`src/rtl/rstseq_pkg.sv`:
```
// Shared types for the SoC reset sequencer. The CSR/uncore side imports this
// package as well so it can decode ResetCause.
package rstseq_pkg;

    typedef enum logic [1:0] {
        HOLD      = 2'd0,
        WAIT_LOCK = 2'd1,
        RELEASE   = 2'd2,
        RUN       = 2'd3
    } rstseq_state_t;

    typedef enum logic [1:0] {
        EXT      = 2'd0,
        SW       = 2'd1,
        WDT      = 2'd2,
        LOCKLOSS = 2'd3
    } rstcause_t;

    function automatic int max_int(input int a, input int b);
        return (a > b) ? a : b;
    endfunction

endpackage

```
`src/rtl/rstsequencer_syncn.sv`:
```
// N-stage flop chain used to bring an asynchronous level into the clk domain.
// Resets to 0 so a freshly reset sequencer never sees a stale "locked".
module syncn #(
    parameter int STAGES = 2
) (
    input  logic clk,
    input  logic reset,
    input  logic d,
    output logic q
);

    logic [STAGES-1:0] chain;

    // shift the input through the chain, oldest sample at the top
    always_ff @(posedge clk) begin
        if (reset) begin
            chain <= '0;
        end else begin
            chain <= {chain[STAGES-2:0], d};
        end
    end

    assign q = chain[STAGES-1];

endmodule

```
`src/rtl/rstsequencer.sv`:
```
// SoC reset sequencer: holds NCH reset domains until PLL lock, releases them
// one at a time in index order, and re-sequences on software reset, watchdog
// expiry or lock loss while recording the cause.
//
// state     | meaning
// ----------|-------------------------------------------------------------
// HOLD      | all channels held; nonzero hold_cnt = post-SW/WDT hold time
// WAIT_LOCK | all channels held until the synchronised PLL lock is seen
// RELEASE   | channels released one per STAGE_DELAY cycles, index order
// RUN       | all channels released; watching for reset triggers
module rstsequencer
    import rstseq_pkg::*;
#(
    parameter int NCH         = 4,
    parameter int SYNC_STAGES = 2,
    parameter int STAGE_DELAY = 16,
    parameter int SWRST_HOLD  = 32
) (
    input  logic           clk,
    input  logic           reset,
    input  logic           PLLlock,
    input  logic           SwResetReq,
    input  logic           WdtExpire,
    output logic [NCH-1:0] ResetOut,
    output logic           ResetDone,
    output logic [1:0]     ResetCause,
    output logic [1:0]     State
);

    localparam int CW = $clog2(max_int(STAGE_DELAY, SWRST_HOLD) + 1);
    localparam int IW = (NCH > 1) ? $clog2(NCH) : 1;

    localparam logic [CW-1:0] REL_LAST  = CW'(STAGE_DELAY - 1);
    localparam logic [CW-1:0] HOLD_LOAD = CW'(SWRST_HOLD);
    localparam logic [IW-1:0] IDX_LAST  = IW'(NCH - 1);

    rstseq_state_t state;
    rstcause_t     cause;
    logic [CW-1:0] hold_cnt;
    logic [CW-1:0] rel_cnt;
    logic [IW-1:0] idx;
    logic          lock_sync;

    syncn #(
        .STAGES(SYNC_STAGES)
    ) u_lock_sync (
        .clk  (clk),
        .reset(reset),
        .d    (PLLlock),
        .q    (lock_sync)
    );

    // sequencing FSM with its counters, channel index and registered outputs
    always_ff @(posedge clk) begin
        if (reset) begin
            state     <= HOLD;
            cause     <= EXT;
            hold_cnt  <= '0;
            rel_cnt   <= '0;
            idx       <= '0;
            ResetOut  <= '1;
            ResetDone <= 1'b0;
        end else begin
            case (state)
                HOLD: begin
                    if (hold_cnt != '0) begin
                        hold_cnt <= hold_cnt - CW'(1);
                    end else begin
                        state <= WAIT_LOCK;
                    end
                end

                WAIT_LOCK: begin
                    if (lock_sync) begin
                        state   <= RELEASE;
                        rel_cnt <= '0;
                        idx     <= '0;
                    end
                end

                RELEASE: begin
                    if (!lock_sync) begin
                        ResetOut <= '1;
                        cause    <= LOCKLOSS;
                        state    <= WAIT_LOCK;
                    end else if (rel_cnt == REL_LAST) begin
                        ResetOut[idx] <= 1'b0;
                        rel_cnt       <= '0;
                        idx           <= idx + IW'(1);
                        if (idx == IDX_LAST) begin
                            state     <= RUN;
                            ResetDone <= 1'b1;
                        end
                    end else begin
                        rel_cnt <= rel_cnt + CW'(1);
                    end
                end

                RUN: begin
                    // lock loss outranks watchdog, which outranks software
                    if (!lock_sync) begin
                        ResetOut  <= '1;
                        ResetDone <= 1'b0;
                        cause     <= LOCKLOSS;
                        state     <= WAIT_LOCK;
                    end else if (WdtExpire) begin
                        ResetOut  <= '1;
                        ResetDone <= 1'b0;
                        cause     <= WDT;
                        hold_cnt  <= HOLD_LOAD;
                        state     <= HOLD;
                    end else if (SwResetReq) begin
                        ResetOut  <= '1;
                        ResetDone <= 1'b0;
                        cause     <= SW;
                        hold_cnt  <= HOLD_LOAD;
                        state     <= HOLD;
                    end
                end

                default: begin
                    state <= HOLD;
                end
            endcase
        end
    end

    assign State      = state;
    assign ResetCause = cause;

endmodule
```
`config.mk`:
```
export PLATFORM = sky130hd
export DESIGN_NAME = rstsequencer
export DESIGN_NICKNAME = d
export VERILOG_FILES = /design/src/rtl/rstseq_pkg.sv /design/src/rtl/rstsequencer_syncn.sv /design/src/rtl/rstsequencer.sv
export SDC_FILE = /design/constraint.sdc
export NUM_CORES = 1
export LEC_CHECK = 0
export BUFFER_PORTS_ARGS = -buffer_cell sky130_fd_sc_hd__buf_2
export CORE_ASPECT_RATIO = 0.7
export CORE_MARGIN = 4
export CORE_UTILIZATION = 55
export DETAILED_ROUTE_END_ITERATION = 6
export HOLD_SLACK_MARGIN = 0.15
export PLACE_DENSITY = 0.76
export SKIP_LAST_GASP = 1
export SLEW_MARGIN = 20
export SYNTH_ARGS = -nofsm -noshare
export SYNTH_HDL_FRONTEND = slang
export SYNTH_HIERARCHICAL = 1
export SYNTH_SLANG_ARGS = --single-unit
```
`constraint.sdc`:
```
create_clock -name clk -period 3.31 [get_ports clk]
set_input_delay 0.4965 -clock clk [delete_from_list [all_inputs] [get_ports clk]]
set_output_delay 0.4965 -clock clk [all_outputs]
set_load 0.01 [all_outputs]
```
## Word-level counts from Yosys, hierarchy flattened

Cells that the tools add are included.
W data, S select, Z words.

- Register bits: 25
- Latch bits: 0
- Bits in writable memories: 0
- ROM bits: 0
- Memories kept: 0

- $add $sub $neg: 3
- $mul: 0
- Divide/modulo/power cells: 0
- Order comparisons: 2
- Equal/unequal tests: 17
- Shift operators: 0
- Multiplexer cells: 42
- Bitwise logic cells: 2
- Reduce and logical (&&, ||, !) cells: 13

Operators by type and width:

| cell | count |
|---|---|
| $mux W6 | 7 |
| $mux W2 | 15 |
| $pmux W6 S2 | 2 |
| $mux W4 | 5 |
| $ne A2 B2 Y1 const B | 5 |
| $reduce_and A5 Y1 | 2 |
| $ne A3 B3 Y1 const B | 3 |
| $reduce_and A3 Y1 | 3 |
| $pmux W2 S2 | 2 |
| $pmux W2 S4 | 1 |
| $pmux W4 S2 | 1 |
| $reduce_and A4 Y1 | 2 |
| $mux W1 | 7 |
| $add A6 B1 Y6 const B | 1 |
| $eq A2 B2 Y1 const B | 3 |
| $eq A6 B4 Y1 const B | 1 |
| $ne A2 B1 Y1 const B | 3 |
| $reduce_bool A2 Y1 | 3 |
| $reduce_bool A6 Y1 | 1 |
| $sub A6 B1 Y6 const B | 1 |
| $and A4 B4 Y4 | 1 |
| $ne A4 B4 Y1 const B | 1 |
| $not A4 Y4 | 1 |
| $lt A2 B3 Y1 const B | 1 |
| other kinds (7) | 7 |

## Depth between registers and ports, before layout

Gate-level depths: netlist of the first run.

- Word-level depth: 9
- Gate-level depth with buffers: 6
- Depth with buffers taken out: 6

## By module

The synthesis of the first run kept the hierarchy.

By module, submodules not included:

| module | instances | cells each | area each (µm²) | seq. area each (µm²) |
|---|---|---|---|---|
| rstsequencer | 1 | 138 | 1194.9 | 460.4 |
| syncn | 1 | 4 | 52.6 | 40.0 |

## Worst setup path after synthesis of the first run

Ideal clock, no wire load.

- Path type: register -> register
- Start point: register rel_cnt[0]
- End point: register ResetOut[3]
- Library setup time: 0.120 ns
- Arrival time: 1.353 ns
- Data required time: 3.190 ns
- Path slack: 1.837 ns
- Stages on the path, launching flop included: 6
- Buffers on the path: 0
- Period minus slack after synthesis: 1.473 ns
- Cells stage by stage: dfxtp_1 -> ha_1 -> nand3_1 -> nor4_2 -> o21ai_1 -> a211o_1

- Longest elaborated chain between the ends: 3

RTL lines:

| what | line | text |
|---|---|---|
| from (decl) | rstsequencer.sv:40 | `logic [CW-1:0] rel_cnt;` |
| from (signal assigned) | rstsequencer.sv:95 | `rel_cnt <= rel_cnt + CW'(1);` |
| $eq A6 B4 Y1 | rstsequencer.sv:86 | `end else if (rel_cnt == REL_LAST) begin` |
| $ne A3 B3 Y1 (no line) | n/a |  |
| $reduce_and A3 Y1 (no line) | n/a |  |
| to (signal assigned) | rstsequencer.sv:83 | `ResetOut <= '1;` |
| to (signal, indexed assignment) | rstsequencer.sv:87 | `ResetOut[idx] <= 1'b0;` |
| to (signal assigned) | rstsequencer.sv:102 | `ResetOut <= '1;` |
| to (decl) | rstsequencer.sv:24 | `output logic [NCH-1:0] ResetOut,` |

No other way between the ends.
A chain may end at the register's enable or synchronous reset.

## Worst setup path after layout of the first run

- Start point: register state[0] (netlist: State[0])
- End point: register rel_cnt[0]

- Longest elaborated chain between the ends: 3
- Elaborated cells between the ends (all ways): 7
- Those cells by class: eq/ne (4); mux (1); reduce/logical (2)

RTL lines:

| what | line | text |
|---|---|---|
| from (decl) | rstsequencer.sv:37 | `rstseq_state_t state;` |
| from (signal assigned) | rstsequencer.sv:56 | `state <= HOLD;` |
| from (signal assigned) | rstsequencer.sv:69 | `state <= WAIT_LOCK;` |
| from (signal assigned) | rstsequencer.sv:75 | `state <= RELEASE;` |
| $eq A2 B1 Y1 or $eq A2 B2 Y1 (tied branches) | rstsequencer.sv:64 | `case (state)` |
| $ne A2 B1 Y1 (no line) or $reduce_bool A2 Y1 (tied branches) | n/a |  |
| $reduce_and A3 Y1 (no line) | n/a |  |

Parallel ways exist; a longest one is shown, timed or not.

==> out/metrics.yaml, run 1 <==
status: "finished clean"
route.vias.total: 1061
syn_avg_cell_area_um2: 8.78
finish.net_count: 167
clock_skew_ns: 0.0107
synth_seq_cells: 25
power_leakage_nw: 0.508
grt_use_total_pct: 17.8
end_kind: "flip-flop"
start_kind: "flip-flop"
async_reset_ff_share_pct: 0
cts_tree: "built"
synth_compound_area_share_pct: 18.8
synth.distinct_cells: 41
fill_cells: 188
synth_top_area_share_pct: 40.1
drv_slew: 0
synth_ff_type: "dfxtp_1"
cp_max_fo: 15
hold_buffers: 0
setup_violations: 0
ys_seq_area_share_pct: 40.1
gr-total-overflow: 0
worstPathCellList: "xor2_1 > nand2_1 > o21bai_1 > nor2_1"
synthSimpleGateAreaFrac_pct: 23.4
worstPathRequired_ns: 3.51
dp_hpwl_mm: 1.90
ys_top_cells_by_area: "dfxtp_1, ha_1, nor2_1, xor2_1, a21oi_1"
drt_iter0_markers: 54
firstDrtPassIters: 4
vdd_drop_max_uv: 350
drt_wl_total_mm: 2.54
synthXorXnorAreaFrac_pct: 6.32
io_buffers: 13
ant_nets: 0
cts_max_level: 1
grt_max_degree: 21
holdPathStages: 2
clkLatencyLatePin_ns: 0.32
hold_violations: 0
die_x_um: 64.9
post_cts_buffers: 0
synth_top_family_by_area: "simple AND/OR/NAND/NOR gates"
grt_pass1_vias: 974
vias_per_cell: 5.70
synthCells: 142
max_cap_viol_count: 0
grt_pass1_wl_mm: 4.26
antenna-diode-count: 0
yosysWarnings: 6
ff2ff_path_depth: 4
synth-edff-count: 0
top_layer_used: "met4"
drive_above_1_share_pct: 14.9
pre_cts_ws_ns: 1.58
max_freq_mhz: 572
fp.dieH_um: 47.8
wl_met3_um: 148
slowest_stage: "dfxtp_1"
cts-root-buf: "clkbuf_4"
std_cell_rows: 14
rsz0062_at_grt: "no"
muxShareOfSynthArea_pct: 0.903
synth_fa_ha_area_share_pct: 7.02
fin_ws_ns: 1.56
wl_met2_mm: 1.12
pwr_density_cell_nw_per_um2: 581
antenna_found_initial: 0
path_clk_slew_ns: 0.12
syn_to_final_growth_pct: 8.93
fin_crit_ns: 1.75
synth_area_leader_cell: "dfxtp_1"
numCtsBuffers: 3
final.setup.tns_ns: 0
rr_endpoint: "rel_cnt[0]"
coreArea_um2: 2150
routabilityCongestion: 0.825
worstHoldStart: "PLLlock"
drc: 0
slowest_delay_ns: 0.70
period_share_pct: 52.8
multiInputGateArea_um2: 703
r2r-start: "State[0]"
synth.most_common_cell: "dfxtp_1"
cts.sinks: 25
start_util_pct: 57.9
slew_headroom_pct: 62.9
criticalPathCategory: "flip-flop to flip-flop"
dieArea_um2: 3110
rrSetupSlack_ns: 1.56
ff_latch_area_um2: 500
wl_met1_mm: 1.27
worstPathArrival_ns: 1.95
synth_area_um2: 1250
wl_per_cell_um: 13.7
num_io_pins: 14
worstHoldPathType: "primary input to flip-flop"
synth_commonest_cells: "dfxtp_1, nor2_1, a21oi_1"
clockBufferDepth: 2
min_to: "u_lock_sync/chain[0]"
cts_resized: 0
holdWs_ns: 0.387
worst_pin_slew_ns: 0.555
synth_nets: 154
layout make-up:
class                           instances  area share (%)
Tap cell                               32            2.95
Clock inverter                          1           0.368
Inverter                                6            1.66
Sequential cell                        25            36.8
Timing Repair Buffer                   13            4.79
Clock buffer                            3            1.66
Multi-Input combinational cell        106            51.7
metrics by stage:
step / std cells / area [µm²] / power (mW) / utilization, %
after CTS: 186 / 1360 / 0.796 / 63.1
after floorplan: 142 / 1250 / 0.602 / -
final: 186 / 1360 / 0.789 / 63.1
after global placement: 182 / 1330 / 0.648 / 61.8
after detailed placement: 182 / 1330 / 0.661 / 61.8
after global routing: 186 / 1360 / 0.853 / 63.1
placed cells by master (no fill, tap or decap), types with 2 or more instances in the layout:
cell,n
dfxtp_1,25
nor2_1,19
buf_2,13
a21oi_1,8
nand2_1,7
ha_1,7
xor2_1,6
inv_1,5
nand3_1,5
nor3_1,5
nand2b_1,5
o21ai_1,5
a211o_1,4
xnor2_1,3
nor2b_1,3
clkbuf_4,3
nor4_1,2
o32ai_1,2
o21ai_0,2
o2111ai_1,2
o211ai_1,2
power breakdown:
part	switching [mW]	internal [mW]
Sequential	0.0568	0.338
Clock	0.0891	0.0452
Combinational	0.141	0.119
logic make-up (layout without fill, tap and decap cells):
family | count (synthesis) | count (layout)
fa+ha+maj | 7 | 7
xor+xnor | 9 | 9
compound gates | 33 | 33
flops | 25 | 25
mux | 1 | 1
buf+inv | 11 | 23
simple gates | 56 | 56
how the worst max path moves through the flow:
| stage | startpoint | to | slack [ns] | cells past startpoint |
|---|---|---|---|---|
| 2_1_floorplan | rel_cnt[0] | ResetOut[3] | 1.84 | 5 |
| 3_3_place_gp | State[0] | rel_cnt[0] | 1.65 | 4 |
| 3_5_place_dp | State[0] | rel_cnt[0] | 1.58 | 4 |
| 4_1_cts | State[0] | State[0] | 1.55 | 1 |
| 5_1_grt | State[0] | rel_cnt[3] | 1.39 | 4 |
| 6_report | State[0] | rel_cnt[0] | 1.56 | 4 |
critical path, delay by kind of cell (launching register included):
family	cells	cell delay (ns)
DFF	1	0.70
AOI/OAI and AO/OA	1	0.40
xor gates and xnor gates	1	0.29
and+or+nand+nor	2	0.25
registers in the layout (all words and copies together) (netlist names):
| name | flops |
|---|---|
| ResetOut | 4 |
| ResetDone | 1 |
| State | 2 |
| u_lock_sync/chain | 2 |
| hold_cnt | 6 |
| ResetCause | 2 |
| idx | 2 |
| rel_cnt | 6 |
per-layer routing:
| layer | GRT usage [%] | up-vias |
|---|---|---|
| li1 | - | 532 |
| met1 | 23.7 | 490 |
| met2 | 29.5 | 37 |
| met3 | 5.63 | 2 |
| met4 | 2.52 | 0 |
| met5 | 0 | - |
No activity file was read; power rests on OpenSTA's default activity.
==> run 2, diff against run 1 <==
==> constraint.sdc (replaced) <==
create_clock -name clk -period 1.65 [get_ports clk]
set_input_delay 0.2475 -clock clk [delete_from_list [all_inputs] [get_ports clk]]
set_output_delay 0.2475 -clock clk [all_outputs]
set_load 0.01 [all_outputs]
==> run 2 against run 1 <==
- first-iteration DRC count fell by 5.6%
- final cell count up 3.2%
- worst hold slack worse by 0.085 ns
- clock power increased by 110%
- final area up 6.0%
- critical path depth down 1
- core utilization increased by 3.8 points
- clock-buffer cell count did not move
- critical endpoint is now hold_cnt[5]
==> out/metrics.yaml, run 2 (synthesis gave the netlist of run 1 again) <==
max_cap_viol_count: 0  # unchanged
drv_slew: 0  # unchanged
ant_nets: 0  # unchanged
fin_ws_ns: 0.111  # -1.45 ns
coreArea_um2: 2150  # unchanged
vias_per_cell: 5.56  # -2.5%
critPathBufInv: 0  # unchanged
clkLatencyLatePin_ns: 0.33  # about the same
slowest_stage: "or4_1"
route.vias.total: 1068  # +0.66%
grt_pass1_wl_mm: 4.65  # +9.2%
p_comb_share_pct: 37.1  # +4.1 points
fill_cells: 192  # +2.1%
reg_top3: "hold_cnt: 6 flops, rel_cnt: 6 flops, ResetOut: 4 flops"
power_frac_clock_pct: 16.8  # -0.2 points
criticalPathCategory: "flip-flop to flip-flop"
total_power_mw: 1.68  # +110%
end_kind: "flip-flop"
p_sw_share_pct: 36.5  # +0.14 points
grt_max_degree: 21  # unchanged
slowest_delay_ns: 0.49  # -0.21 ns
max_freq_mhz: 650  # +14%
wl_per_cell_um: 14.0  # +2.2%
worstHoldPathType: "primary input to flip-flop"
die_x_um: 64.9  # unchanged
setup_violations: 0  # unchanged
fin_crit_ns: 1.54  # -0.209 ns
start_util_pct: 57.9  # unchanged
mostFrequentLayoutCells: "dfxtp_1, nor2_1, buf_2"
clockBufferDepth: 2  # unchanged
routabilityCongestion: 0.815  # -1.1%
post_cts_buffers: 0  # unchanged
dp_hpwl_mm: 1.95  # +3.1%
cts-root-buf: "clkbuf_4"
cpLargestDelayFamily: "simple AND/OR/NAND/NOR gates"
worstPathArrival_ns: 1.80  # -0.15 ns
drt_iter0_markers: 51  # -5.6%
p_switching_mw: 0.614  # +110%
worstPathRequired_ns: 1.91  # -1.60 ns
internal_power_mw: 1.07  # +110%
hold_violations: 0  # unchanged
ff_latch_area_um2: 503  # +0.50%
start_kind: "flip-flop"
status: "finished clean"
period_share_pct: 93.2  # +40 points
pwr_density_cell_nw_per_um2: 1170  # +100%
io_buffers: 13  # unchanged
worstPathCellList: "or3_4 > or4_1 > a31oi_1"
cts_max_level: 1  # unchanged
syn_to_final_growth_pct: 15.4
slew_headroom_pct: 64.5  # +1.6 points
vdd_drop_max_uv: 659  # +88%
cts.sinks: 25  # unchanged
cp_max_fo: 5  # -10
fp.dieH_um: 47.8  # unchanged
num_io_pins: 14  # unchanged
firstDrtPassIters: 4  # unchanged
drt_wl_total_mm: 2.68  # +5.5%
worst_pin_slew_ns: 0.531  # -0.0238 ns
antenna_found_initial: 0  # unchanged
power_leakage_nw: 0.543  # +7.0%
drive_above_1_share_pct: 20.6  # +5.7 points
grt_use_total_pct: 19.4  # +1.6 points
gr-total-overflow: 0  # unchanged
grt_pass1_vias: 1041  # +6.9%
final_common_cell: "dfxtp_1"
cts_tree: "built"
final.setup.tns_ns: 0  # unchanged
final_util_pct: 66.8  # +3.8 points
pre_cts_ws_ns: -0.00759  # -1.59 ns
dieArea_um2: 3110  # unchanged
clock_skew_ns: 0.0126  # +0.00188 ns
finish.net_count: 173  # +3.6%
multiInputGateArea_um2: 732  # +4.1%
numCtsBuffers: 3  # unchanged
drc: 0  # unchanged
path_clk_slew_ns: 0.14  # +0.02 ns
antenna-diode-count: 0  # unchanged
seqPwrFrac_pct: 46.1  # -3.9 points
std_cell_rows: 14  # unchanged
rsz0062_at_grt: "no"
==> run 2: layer usage <==
metal | vias to the layer above | routed length, µm | track usage (%)
met5 | - | 0 | 0
met1 | 505 | 1350 | 25.0
met2 | 16 | 1200 | 32.1
met4 | 0 | 24 | 6.72
li1 | 542 | - | -
met3 | 5 | 109 | 5.40
==> run 2: area by class of cell <==
cell class	instances	area share, %
sequential	25	34.9
inverter	6	1.56
clock inverter	1	0.348
clock buffer	3	1.56
tap	32	2.78
timing repair buffer	19	7.99
multi-input combinational	106	50.8
==> run 2: what timing repair did <==
| item | in CTS | in global routing |
|---|---|---|
| hold endpoints to repair | 2 | 0 |
| resized for setup | 2 | 5 |
| setup endpoints to repair | 1 | 6 |
| hold buffers | 2 | 0 |
| pin swaps | 0 | 1 |
==> run 2: power by group through the flow <==
stage | sequential (mW) | combinational (mW) | clock, mW
after floorplan | 0.752 | 0.455 | 0
after global placement | 0.776 | 0.576 | 0
after detailed placement | 0.781 | 0.600 | 0
after CTS | 0.768 | 0.608 | 0.288
after global routing | 0.788 | 0.708 | 0.316
final | 0.776 | 0.625 | 0.282
==> run 2: per-stage QoR <==
step                      hold slack (ns)  instances  area [µm²]
after detailed placement            0.434        186        1360
final                               0.302        192        1440
after global routing                0.318        192        1440
after floorplan                     0.319        142        1250
after CTS                           0.290        192        1420
after global placement              0.421        186        1360
==> run 2: worst paths after layout <==
kind              cells after the start                   end                 start  slack (ns)
setup / recovery                      3           hold_cnt[5]           hold_cnt[2]        0.11
hold / removal                        2           hold_cnt[1]                 reset        0.30
setup reg to reg                      3           hold_cnt[5]           hold_cnt[2]        0.11
hold reg to reg                       1  u_lock_sync/chain[1]  u_lock_sync/chain[0]        0.46
==> run 2: worst register-to-register path, delay by kind of cell (launching register included) <==
kind | cells | cell delay [ns]
flip-flops | 1 | 0.38
AO/OA/AOI/OAI | 1 | 0.17
AND/OR/NAND/NOR | 2 | 0.92
